<file path="config.mk">
export PLATFORM = sky130hd
export DESIGN_NAME = mem_io_responder
export DESIGN_NICKNAME = d
export VERILOG_FILES = /design/src/rtl/slc3_pkg.sv /design/src/rtl/sync_ram16.sv /design/src/rtl/mem_io_responder.sv
export SDC_FILE = /design/constraint.sdc
export NUM_CORES = 2
export LEC_CHECK = 0
export ABC_AREA = 1
export BUFFER_PORTS_ARGS = -buffer_cell sky130_fd_sc_hd__buf_4
export CORE_AREA = 4 4 651 653
export CTS_CLUSTER_SIZE = 40
export DETAILED_ROUTE_END_ITERATION = 8
export DIE_AREA = 0 0 655 657
export PLACE_DENSITY_LB_ADDON = 0.2
export SKIP_CTS_REPAIR_TIMING = 1
export SLEW_MARGIN = 0
export SYNTH_ARGS = -nofsm -noshare
export SYNTH_HDL_FRONTEND = slang
export SYNTH_SLANG_ARGS = --single-unit
</file>
<file path="constraint.sdc">
create_clock -name Clk -period 7.3 [get_ports Clk]
set_clock_uncertainty 0.1 [all_clocks]
set_input_delay 0.365 -clock Clk [delete_from_list [all_inputs] [get_ports Clk]]
set_output_delay 0.365 -clock Clk [all_outputs]
set_load 0.01 [all_outputs]
</file>
<file path="src/rtl/slc3_pkg.sv">
// Shared types and constants for the SLC-3 memory/I-O responder slice.
package slc3_pkg;

  // Responder FSM states: waiting for a request, burning wait states, answering.
  typedef enum logic [1:0] {
    IDLE = 2'd0,
    WAIT = 2'd1,
    RESP = 2'd2
  } mem_state_t;

  // Default word address that maps to the switches (read) and hex display (write).
  localparam logic [15:0] DEFAULT_IO_ADDR = 16'hFFFF;

endpackage

</file>
<file path="src/rtl/sync_ram16.sv">
// Single-port 16-bit word RAM: synchronous write, combinational read, no reset.
module sync_ram16 #(
  parameter int DEPTH_LOG2 = 8
) (
  input  logic                  clk,
  input  logic                  we,
  input  logic [DEPTH_LOG2-1:0] addr,
  input  logic [15:0]           wdata,
  output logic [15:0]           rdata
);

  logic [15:0] mem [0:(1<<DEPTH_LOG2)-1];

  // Store the write word on the rising edge; contents survive reset.
  always_ff @(posedge clk) begin
    if (we) begin
      mem[addr] <= wdata;
    end
  end

  assign rdata = mem[addr];

endmodule

</file>
<file path="src/rtl/mem_io_responder.sv">
// Memory / memory-mapped I/O responder: accepts one CPU request at a time,
// waits WAIT_STATES cycles, then answers from RAM or the switch/hex I/O port.
module mem_io_responder
  import slc3_pkg::*;
#(
  parameter int          WAIT_STATES = 2,
  parameter int          DEPTH_LOG2  = 8,
  parameter logic [15:0] IO_ADDR     = DEFAULT_IO_ADDR
) (
  input  logic        Clk,
  input  logic        Reset_n,
  input  logic        Mem_Req,
  input  logic        Mem_WE,
  input  logic [15:0] ADDR,
  input  logic [15:0] Data_from_CPU,
  input  logic [9:0]  SW,
  output logic [15:0] Data_to_CPU,
  output logic        Mem_Ready,
  output logic [15:0] HEX_Data,
  output logic        Busy
);

  // Counter preload so that exactly WAIT_STATES cycles are spent in WAIT.
  localparam logic [3:0] WAIT_LOAD = 4'(WAIT_STATES - 1);

  mem_state_t  state;
  logic [3:0]  wait_cnt;
  logic        lat_we;
  logic [15:0] lat_addr;
  logic [15:0] lat_wdata;
  logic        is_io;
  logic        ram_we;
  logic [15:0] ram_rdata;

  // The I/O decode compares the full address; RAM only sees the low bits, so upper bits alias.
  assign is_io  = (lat_addr == IO_ADDR);
  assign ram_we = (state == RESP) && lat_we && !is_io;
  assign Busy   = (state != IDLE);

  sync_ram16 #(
    .DEPTH_LOG2(DEPTH_LOG2)
  ) u_ram (
    .clk  (Clk),
    .we   (ram_we),
    .addr (lat_addr[DEPTH_LOG2-1:0]),
    .wdata(lat_wdata),
    .rdata(ram_rdata)
  );

  // Request FSM: latch the request, count wait states, then deliver a one-cycle ready pulse with data.
  always_ff @(posedge Clk or negedge Reset_n) begin
    if (!Reset_n) begin
      state       <= IDLE;
      wait_cnt    <= 4'd0;
      lat_we      <= 1'b0;
      lat_addr    <= 16'h0000;
      lat_wdata   <= 16'h0000;
      Mem_Ready   <= 1'b0;
      Data_to_CPU <= 16'h0000;
      HEX_Data    <= 16'h0000;
    end else begin
      Mem_Ready <= 1'b0;
      unique case (state)
        IDLE: begin
          if (Mem_Req) begin
            lat_we    <= Mem_WE;
            lat_addr  <= ADDR;
            lat_wdata <= Data_from_CPU;
            if (WAIT_STATES == 0) begin
              state <= RESP;
            end else begin
              state    <= WAIT;
              wait_cnt <= WAIT_LOAD;
            end
          end
        end
        WAIT: begin
          if (wait_cnt == 4'd0) begin
            state <= RESP;
          end else begin
            wait_cnt <= wait_cnt - 4'd1;
          end
        end
        RESP: begin
          Mem_Ready <= 1'b1;
          state     <= IDLE;
          if (!lat_we) begin
            Data_to_CPU <= is_io ? {6'b000000, SW} : ram_rdata;
          end else if (is_io) begin
            HEX_Data <= lat_wdata;
          end
        end
        default: state <= IDLE;
      endcase
    end
  end

endmodule

</file>
==> metrics list <==
- After the last flow step, the layout net total stands at 14900.
- Die width: 655 um
- Setup repair after global routing left no endpoint under its margin.
* Number of buffers created by CTS: 427
* Area share of the largest cell type after synthesis: 0.739
- Clock tree from TritonCTS: done
- The initial utilization of the core area, before any placement, comes to 0.398.
* Detailed-route DRC error count: 0
- Fmax: 204 MHz
* Core Area: 419000 sq um
- CTS placed an instance of clkbuf_16 at the clock tree root.
* Maximum fanout along the worst path: 88
- Clock-pin slew was measured on the worst setup and hold paths at 0.06 ns.
- Max-cap violations in this run came to 0.
- Port buffering added 79 buffers.
- Post-Syn Nets: 14600
* Maximum number of pins on one net before global-route repair: 184
- Proportion of layout cells with a drive suffix above 1: 0.0774
- Post-synthesis area per instance: 11.4 sq um
- Before antenna repair, the detailed router went through 6 iterations.
* Final GP Congestion: 0.848
* Critical Setup Path Class: reg -> reg
- Most area-consuming cells after synthesis: edfxtp_1 74%, nand2_1 17%, nor2_1 1.6%
- In this run, synthesis inferred 4096 flip-flops with an integrated enable.
- Sequential-to-total area share from yosys stat: 0.750
- Setup TNS Final: 0 ns
- The die covers 430000 sq um.
- Insertion delay of the later-clocked pin in the worst-skew pair: 0.98 ns
- CTS built an H-tree with a depth of 5.
* Worst EP arrival: 5.71 ns
* Total power: 77.7 mW
- In the final routed layout, each cell accounts on average for 25.2 um.
- Post-DR vias/cell: 5.29
- In this run, the number of DRC markers left after iteration 0 of detailed routing was 12800.
- Global-route total usage across every layer: 0.236
- After synthesis the netlist holds a flip-flop and latch count of 4168.
* Total half-perimeter wirelength after legalization and detailed placement: 285000 um
* Top cells by instance count after synthesis: 7739 x nand2_1, 4096 x edfxtp_1, 713 x nor2_1
- The worst-case IR drop observed on VDD is 0.000477 V.
- Number of hold-slack violations in the final timing report: 0
- The worst pin sits at a relative slew slack of 0.0909.
* Die height: 657 um
* Number of clock sinks seen by CTS: 4168
* Most repeated cell in the gate-level netlist after synthesis: nand2_1
- Dividing the final minimum period by the clock period gives 0.670.
- The mapped netlist covers 166000 sq um.
* Vias after detailed routing: 109000
- Total detailed-routing wirelength: 522000 um
- The detail route stage leaves a number of antenna-violating nets equal to 0.
* Growth of design area from synthesis to finish: 13.8%
- Global routing finished with a remaining overflow of 0.
- First-pass GRT wire length: 744000 um
- In the synthesized netlist the async set-or-reset flop fraction comes to 0.0173.
- Setup violations remaining at the end of the flow were counted as 0.
* Worst Tran Pin Value: 1.36 ns
* Outcome: finished, final reports clean
- For this design the static power due to leakage is 71.5 nW.
- Dividing total power by cell area gives a power density of 410 nW/um^2.
* Biggest area consumer among synthesized cells: edfxtp_1
* Endpoint kind of the worst setup timing path: flip-flop
* Post-synth cell types: 26
* Antenna violations before repair: 20
* Count of standard-cell rows: 238
- Maximum clock insertion buffer count: 4
- Top-Level Pins: 80
- Gate count after technology mapping: 14600
* Ys flop type: edfxtp_1
* Via count of the first global-routing pass: 101000
- Slew Limit Fails: 0
- Final worst path period need: 4.89 ns
- Crit start category: flip-flop
- During synthesis, Yosys emitted a total of 0 warnings.
- Type of the worst min-delay path: in -> reg
* Required arrival time at the worst endpoint: 8.12 ns
==> final cells by class <==
class / instances / area (sq um)
Multi-Input combinational cell: 9591 / 38300
Inverter: 51 / 246
Fill cell: 38400 / 229000
Timing Repair Buffer: 573 / 5160
Antenna cell: 16 / 40.0
Tap cell: 5520 / 6910
Clock buffer: 551 / 11500
Sequential cell: 4168 / 125000
Clock inverter: 233 / 2370
==> worst max-delay path: stages (launching register included) <==
cell,delay (ns)
dfrtp_4,1.06
inv_16,0.27
nor2_4,0.34
buf_4,0.57
buf_4,0.63
nand2_1,0.10
nand2_1,0.09
o21ai_1,0.07
nand2_1,0.12
o21ai_0,0.09
nand2_1,0.17
nor2_1,0.07
nor2_1,0.46
nor2_1,0.27
nand2_1,0.11
nand2_1,0.05
nand2_1,0.09
==> power by group <==
group          internal [mW]  switching [mW]
Sequential              29.8           0.991
Clock                   12.6            9.32
Combinational           5.24            19.8
Total                   47.6            30.2
==> registers in the layout (all words and copies together) (netlist names) <==
signal	cells
state	2
HEX_Data	16
wait_cnt	4
Data_to_CPU	16
lat_wdata	16
Mem_Ready	1
lat_we	1
u_ram.mem	4096
lat_addr	16
==> per-stage QoR <==
step                worst slack [ns]   util  instances  hold WS [ns]  area [sq um]
detailed placement              2.33  0.417      19800         0.365        175000
CTS                             2.28  0.450      20600        -0.696        189000
global route                    2.06  0.452      20700         0.161        189000
floorplan                       3.20      -      14600       -0.0306        166000
finish                          2.41  0.452      20700         0.176        189000
global placement                2.36  0.417      19800         0.354        175000
==> routing by layer <==
metal | wire length [um] | up-vias | GRT usage
met5 | 91 | - | 0
met4 | 17500 | 12 | 0.0735
met3 | 40500 | 770 | 0.0345
met2 | 239000 | 4285 | 0.368
met1 | 225000 | 54800 | 0.341
li1 | - | 49600 | -
==> placed cells by master, fill, tap and decap left out, types with 2 or more instances in the layout <==
master and n:
nor3_1 2, inv_2 9, a22oi_1 84, o21ai_1 147
clkinv_8 5, inv_1 34, clkinv_2 74, buf_4 447
bufinv_16 41, clkinv_1 93, dfrtp_1 54, nor2_2 7
o21ai_0 151, nand3_1 261, dlygate4sd3_1 72, inv_6 4
mux2_2 16, dfrtp_4 18, clkbuf_16 436, nand4_1 285
inv_16 3, clkinv_16 7, nor2_1 701, buf_12 53
nor2_4 7, diode_2 16, o21bai_1 9, a21oi_1 179
nand2_2 6, clkbuf_8 18, inv_8 3, nand2_4 8
clkbuf_1 97, clkinvlp_4 6, nand2_1 7726, edfxtp_1 4096
clkinv_4 5
==> path summary, 6_finish.rpt <==
| check | from | endpoint | slack [ns] | depth (start not counted) |
|---|---|---|---|---|
| min | ADDR[6] | lat_addr[6] | 0.18 | 4 |
| min in group asynchronous | Reset_n | Data_to_CPU[10] | 0.36 | 3 |
| max reg2reg | lat_addr[1] | Data_to_CPU[15] | 2.41 | 16 |
| min reg2reg | state[0] | Mem_Ready | 0.38 | 1 |
| max | lat_addr[1] | Data_to_CPU[15] | 2.41 | 16 |
| max in group asynchronous | Reset_n | lat_wdata[15] | 5.72 | 4 |
==> logic make-up (layout without fill, tap and decap cells) <==
| kind of cell | after synthesis | after routing | synth area share |
|---|---|---|---|
| buffers and inverters | 796 | 1408 | 0.0211 |
| and+or+nand+nor | 9003 | 9003 | 0.209 |
| AOI/OAI and AO/OA | 571 | 571 | 0.0186 |
| DFF | 4168 | 4168 | 0.750 |
| adders and majority gates | 1 | 1 | 0.0000752 |
| muxes | 16 | 16 | 0.00108 |
| other | 0 | 16 | 0 |
No activity file was read; power rests on OpenSTA's default activity.
